==> config.mk <==
export PLATFORM = sky130hd
export DESIGN_NAME = aq_hpcp_event_cnt
export DESIGN_NICKNAME = d
export VERILOG_FILES = /design/src/rtl/aq_hpcp_event_cnt_pkg.sv /design/src/rtl/aq_hpcp_evt_stage.sv /design/src/rtl/aq_hpcp_event_cnt.sv
export SDC_FILE = /design/constraint.sdc
export NUM_CORES = 1
export LEC_CHECK = 0
export BUFFER_PORTS_ARGS = -buffer_cell sky130_fd_sc_hd__buf_2
export CAP_MARGIN = 20
export CORE_UTILIZATION = 54
export DETAILED_ROUTE_END_ITERATION = 10
export GPL_TIMING_DRIVEN = 0
export HOLD_SLACK_MARGIN = 0.12
export PLACE_DENSITY = 0.92
export SLEW_MARGIN = 30
export SYNTH_ARGS = -nofsm -noshare
export SYNTH_HDL_FRONTEND = slang
export SYNTH_HIERARCHICAL = 1
export SYNTH_SLANG_ARGS = --single-unit
==> constraint.sdc <==
create_clock -name hpcp_clk -period 4 [get_ports hpcp_clk]
set_input_delay 0.8 -clock hpcp_clk [delete_from_list [all_inputs] [get_ports hpcp_clk]]
set_output_delay 0.8 -clock hpcp_clk [all_outputs]
set_load 0.01 [all_outputs]
==> src/rtl/aq_hpcp_event_cnt_pkg.sv <==
// Shared HPCP definitions: default counter geometry and the counter word type.
package aq_hpcp_event_cnt_pkg;

  localparam int unsigned HPCP_CNT_WIDTH = 64;
  localparam int unsigned HPCP_EVT_W     = 2;

  typedef logic [HPCP_CNT_WIDTH-1:0] hpcp_cnt_t;

endpackage

==> src/rtl/aq_hpcp_evt_stage.sv <==
// Event capture stage: gates the per-cycle event report by inhibit and registers it.
module aq_hpcp_evt_stage
  import aq_hpcp_event_cnt_pkg::*;
#(
  parameter int unsigned EVT_W = HPCP_EVT_W
) (
  input  logic             hpcp_clk,
  input  logic             cpurst,
  input  logic             event_vld,
  input  logic [EVT_W-1:0] event_num,
  input  logic             cnt_inhibit,
  output logic [EVT_W-1:0] inc_q
);

  // Inhibit only masks new reports; whatever is already captured still drains.
  always_ff @(posedge hpcp_clk) begin
    if (cpurst) begin
      inc_q <= '0;
    end else if (event_vld && !cnt_inhibit) begin
      inc_q <= event_num;
    end else begin
      inc_q <= '0;
    end
  end

endmodule

==> src/rtl/aq_hpcp_event_cnt.sv <==
// HPCP event counter: two-stage pipeline (event capture, then accumulate) with
// CSR write override and a one-cycle registered overflow pulse.
module aq_hpcp_event_cnt
  import aq_hpcp_event_cnt_pkg::*;
#(
  parameter int unsigned CNT_WIDTH = HPCP_CNT_WIDTH,
  parameter int unsigned EVT_W     = HPCP_EVT_W
) (
  input  logic                 hpcp_clk,
  input  logic                 cpurst,
  input  logic                 event_vld,
  input  logic [EVT_W-1:0]     event_num,
  input  logic                 cnt_inhibit,
  input  logic                 cnt_wen,
  input  logic [CNT_WIDTH-1:0] cnt_wdata,
  output logic [CNT_WIDTH-1:0] cnt_value,
  output logic                 counter_overflow_x
);

  logic [EVT_W-1:0]   inc_q;
  logic [CNT_WIDTH:0] sum_c;

  aq_hpcp_evt_stage #(
    .EVT_W (EVT_W)
  ) u_evt_stage (
    .hpcp_clk    (hpcp_clk),
    .cpurst      (cpurst),
    .event_vld   (event_vld),
    .event_num   (event_num),
    .cnt_inhibit (cnt_inhibit),
    .inc_q       (inc_q)
  );

  // Single adder, fed only from registers; top bit is the wrap carry.
  assign sum_c = {1'b0, cnt_value} + (CNT_WIDTH+1)'(inc_q);

  // A CSR write wins over the pending increment and suppresses the overflow.
  always_ff @(posedge hpcp_clk) begin
    if (cpurst) begin
      cnt_value          <= '0;
      counter_overflow_x <= 1'b0;
    end else if (cnt_wen) begin
      cnt_value          <= cnt_wdata;
      counter_overflow_x <= 1'b0;
    end else begin
      cnt_value          <= sum_c[CNT_WIDTH-1:0];
      counter_overflow_x <= sum_c[CNT_WIDTH];
    end
  end

endmodule

## Word level (Yosys, flattened, before mapping)

Index checks and enable logic that the tools add are counted.

- Bits in read-only memories: 0
- RAM bits: 0
- Latch bits: 0
- Logic and storage cells: 10
- Flip-flop bits (word level): 67
- Memories: 0

- Mux-type cells: 1
- Order comparisons: 0
- Add/subtract/negate cells: 1
- Shifts and indexed selects: 0
- Equal/unequal tests: 0
- Multipliers: 0
- Bitwise gates (word level): 1
- Div/mod/pow operators: 0
- Reductions and logical operators: 4

Operators with widths:

| kind | count |
|---|---|
| adder 64 x 2 -> 65 bit | 1 |
| 2-to-1 mux 64 bit | 1 |
| OR reduction 2 bit | 2 |
| logical AND 1 bit | 1 |
| zero test 1 bit | 1 |
| NOT 1 bit | 1 |

## Longest topological paths before layout

- Word-level depth: 4
- Depth in mapped cells: 11
- Gate-level depth less buffers: 8

## Hierarchy

The synthesis kept the hierarchy.

Modules (own cells, without submodules):

| module | area an instance (sq um) | cells an instance | instances | seq. area each (sq um) |
|---|---|---|---|---|
| aq_hpcp_event_cnt | 3,816.2 | 469 | 1 | 1,301.2 |
| aq_hpcp_evt_stage | 65.1 | 4 | 1 | 40.0 |

## Worst setup path before layout

OpenSTA, ideal clock, no wires.

- Kind: register to register
- From: register cnt_value[0]
- To: register cnt_value[42]
- Slack: 1.385 ns
- Path buffers: 2
- Required time: 3.909 ns
- Arrival time: 2.524 ns
- Stages on the path, launching flop included: 11
- Path through: dfxtp_1 ha_1 inv_1 fa_1 and4b_1 clkbuf_2 and3_1 nand3_1 buf_2 or4_1 a311oi_1

- Word-level cells in the longest chain between the ends: 2

RTL lines:

| element | RTL line | text |
|---|---|---|
| start, declared | aq_hpcp_event_cnt.sv:16 | `output logic [CNT_WIDTH-1:0] cnt_value,` |
| start signal, assigned | aq_hpcp_event_cnt.sv:43 | `cnt_value <= cnt_wdata;` |
| start signal, assigned | aq_hpcp_event_cnt.sv:46 | `cnt_value <= sum_c[CNT_WIDTH-1:0];` |
| adder 64 x 2 -> 65 bit | aq_hpcp_event_cnt.sv:35 | `assign sum_c = {1'b0, cnt_value} + (CNT_WIDTH+1)'(inc_q);` |
| 2-to-1 mux 64 bit | aq_hpcp_event_cnt.sv:42 | `end else if (cnt_wen) begin` |

No other way between the ends.
A chain may end at the register's enable or synchronous reset.

## Final worst setup path

- From: register cnt_value[0]
- To: register cnt_value[50]

Same word-level chain as after synthesis.

==> metrics <==
run status=finished, final reports clean; RSZ-0062 raised after global routing=false; Synth area leader=dfxtp_1; wl on met1=4.95 mm; number of port buffers=134; post-route ant nets=0; cell-internal power=0.00112 W; power share of the clock group=0.362; worst reg2reg startpoint=cnt_value[0]; # fillers=561; vias per cell=6.32; Fin. Hold Viols=0; Seq/Total Area, Yosys=0.346; Remaining DRCs=0; Synth Cell Area=3880 µm²; crit end category=flop; first-pass GRT wire length=19.7 mm; DIE HEIGHT=86.8 µm; switching share of total power=0.294; area growth from synthesis to layout=25.4%; wire per inst=17.3 µm; Slew HR=0.466; post-route clock period utilization=0.740; dpl cell area=4670 µm²; EDFF count, synth=0; metal2 WL=5.86 mm; DIE WIDTH=86.8 µm; Arr. time, crit path=3160 ps; actual slew at the worst max-slew pin=796 ps; clock slew at reported path FFs=80 ps; cell area power density=326 nW/µm²; combinational share of power=0.150; vias=4544; fin area=4870 µm²; # Post-CTS Setup Buffers=0; later-pin clock latency in the skew report=350 ps; DR top layer=met4; Static Leak=1.92 nW; Starting Density=0.565; Syn. warnings=6; Async S/R FF share, synth=0; flops & latches, synth=67; total grt overflow=0; Slew Limit Fails=0; Hold Path Class=reg2reg; total negative slack=0 ps; Post-DP HPWL=9.23 mm; gpl congestion=0.940; Die Area=7530 µm²; crit path launch=cnt_value[0]; # nets final=692; vias in the first global route=4142; syn_area_per_cell=8.21 µm²; Root Buffer=clkbuf_8; CP max FO=10; maxcap violations=0; 1st-iter DRT viols=511; buffer depth of the longest clock path=2; TritonCTS clock tree=done; Synth Flop Type=dfxtp_1; antenna violations before repair=0; # hold bufs at CTS=0; standard-cell rows=30; Fin Clk Skew=7.70 ps; fmax=338 MHz; Switch Pwr=0.000466 W; number of library cell types mapped by synthesis=53; core area=6870 µm²; clk sink count=67; Detail Route met3 WL=1.22 mm; VDD IR max=0.000197 V; number of diodes=0; top cells by area, synth=dfxtp_1, nor2_1, a311oi_1; Synth top area share=0.346; post_cts resized=0; clock period minus worst slack=2960 ps; Post-Syn Nets=547; largest net degree at the start of global routing=12; number of CTS-inserted buffers=9; cells after synthesis=473; commonest non-fill, non-tap cells in the layout=buf_2, dfxtp_1, nor2_1; Sequential Power Share=0.487; io pins=136; H-tree lvl count=3; DRT Pass-1 Iters=6; Worst setup SP type=flop; drt total wl=12.5 mm; gr usage total=0.335; final setup violation count=0; commonest non-fill, non-tap cell in the layout=buf_2; layout cells sized above 1=0.281; Worst Min Path Start=cnt_value[63]; Crit Path Category=reg2reg; CP required=4200 ps
## power groups by stage
stage,clock network (W),registers (W),logic (W)
4_1_cts,0.000567,0.000770,0.000236
3_3_place_gp,0,0.000782,0.000226
3_5_place_dp,0,0.000785,0.000234
2_1_floorplan,0,0.000794,0.000107
5_1_grt,0.000600,0.000779,0.000260
6_report,0.000575,0.000773,0.000238
## registers in the layout, indices dropped and copies added, names as in the netlist
signal,flops
counter_overflow_x,1
cnt_value,64
u_evt_stage/inc_q,2
## area by class of cell
class,count,area (µm²),area share
Clock inverter,5,52.6,0.0108
Clock buffer,11,141,0.0291
Timing Repair Buffer,134,671,0.138
Sequential cell,67,1340,0.276
Buffer,31,129,0.0265
Multi-Input combinational cell,360,2350,0.484
Tap cell,96,120,0.0247
Inverter,15,56.3,0.0116
## worst paths after layout
path / end / slack [ps] / cells past startpoint
hold / removal: counter_overflow_x / 500 / 2
setup reg to reg: cnt_value[50] / 1040 / 11
hold reg to reg: counter_overflow_x / 500 / 2
setup / recovery: cnt_value[50] / 1040 / 11
## cells by family (layout without fill, tap and decap cells)
logic type,count (synthesis),count (layout),synth area share
buffers and inverters,46,196,0.0477
DFF,67,67,0.346
adders and majority gates,3,3,0.0116
xor gates and xnor gates,30,30,0.0677
and+or+nand+nor,225,225,0.323
AOI/OAI and AO/OA,99,99,0.196
muxes,3,3,0.00774
## per-stage QoR
stage	std cells	util	setup WS [ps]	hold slack [ps]	power (W)
5_1_grt	719	0.708	828	512	0.00164
3_5_place_dp	703	0.680	1120	473	0.00102
4_1_cts	719	0.708	1110	491	0.00157
3_3_place_gp	703	0.680	1200	472	0.00101
6_report	719	0.708	1040	501	0.00159
2_1_floorplan	473	-	1390	479	0.000901
## synthesized netlist by cell type, types with 2 or more instances
cell        n
buf_2       2
a311oi_1   25
xnor2_1    10
nor3_1      9
a311o_1     2
or3_1       7
mux2i_1     3
nor4_4      2
nand4_1    22
clkbuf_1   20
nor2b_1     2
nor2_1     63
and4_1      6
nand2_1    41
o31ai_1    16
and2_1      2
or4_4       2
a2111oi_2   3
a21oi_1    11
nand4_2     3
nand3_1    26
o21ai_0     8
xor2_1     20
dfxtp_1    67
inv_1      14
nor4_1      5
o211ai_1    2
and3_1      4
nor4b_1     2
buf_1       6
ha_1        2
clkbuf_2    2
a211oi_1   24
o31a_1      3
and4_2      2
or4_1      16
and4bb_2    3
## metal layers
metal,GRT usage,vias to the layer above
li1,-,2086
met1,0.428,2079
met2,0.539,324
met3,0.0657,55
met4,0.171,0
met5,0,-
## worst max-delay path, stage by stage, from the launching register on
cell,delay (ps)
dfxtp_1,340
ha_1,170
inv_1,60
fa_1,410
and4b_1,260
clkbuf_2,180
and3_1,220
nand3_1,200
buf_2,260
clkbuf_1,280
o31ai_1,290
a311oi_1,130
Power figures use the tool's default switching activity.
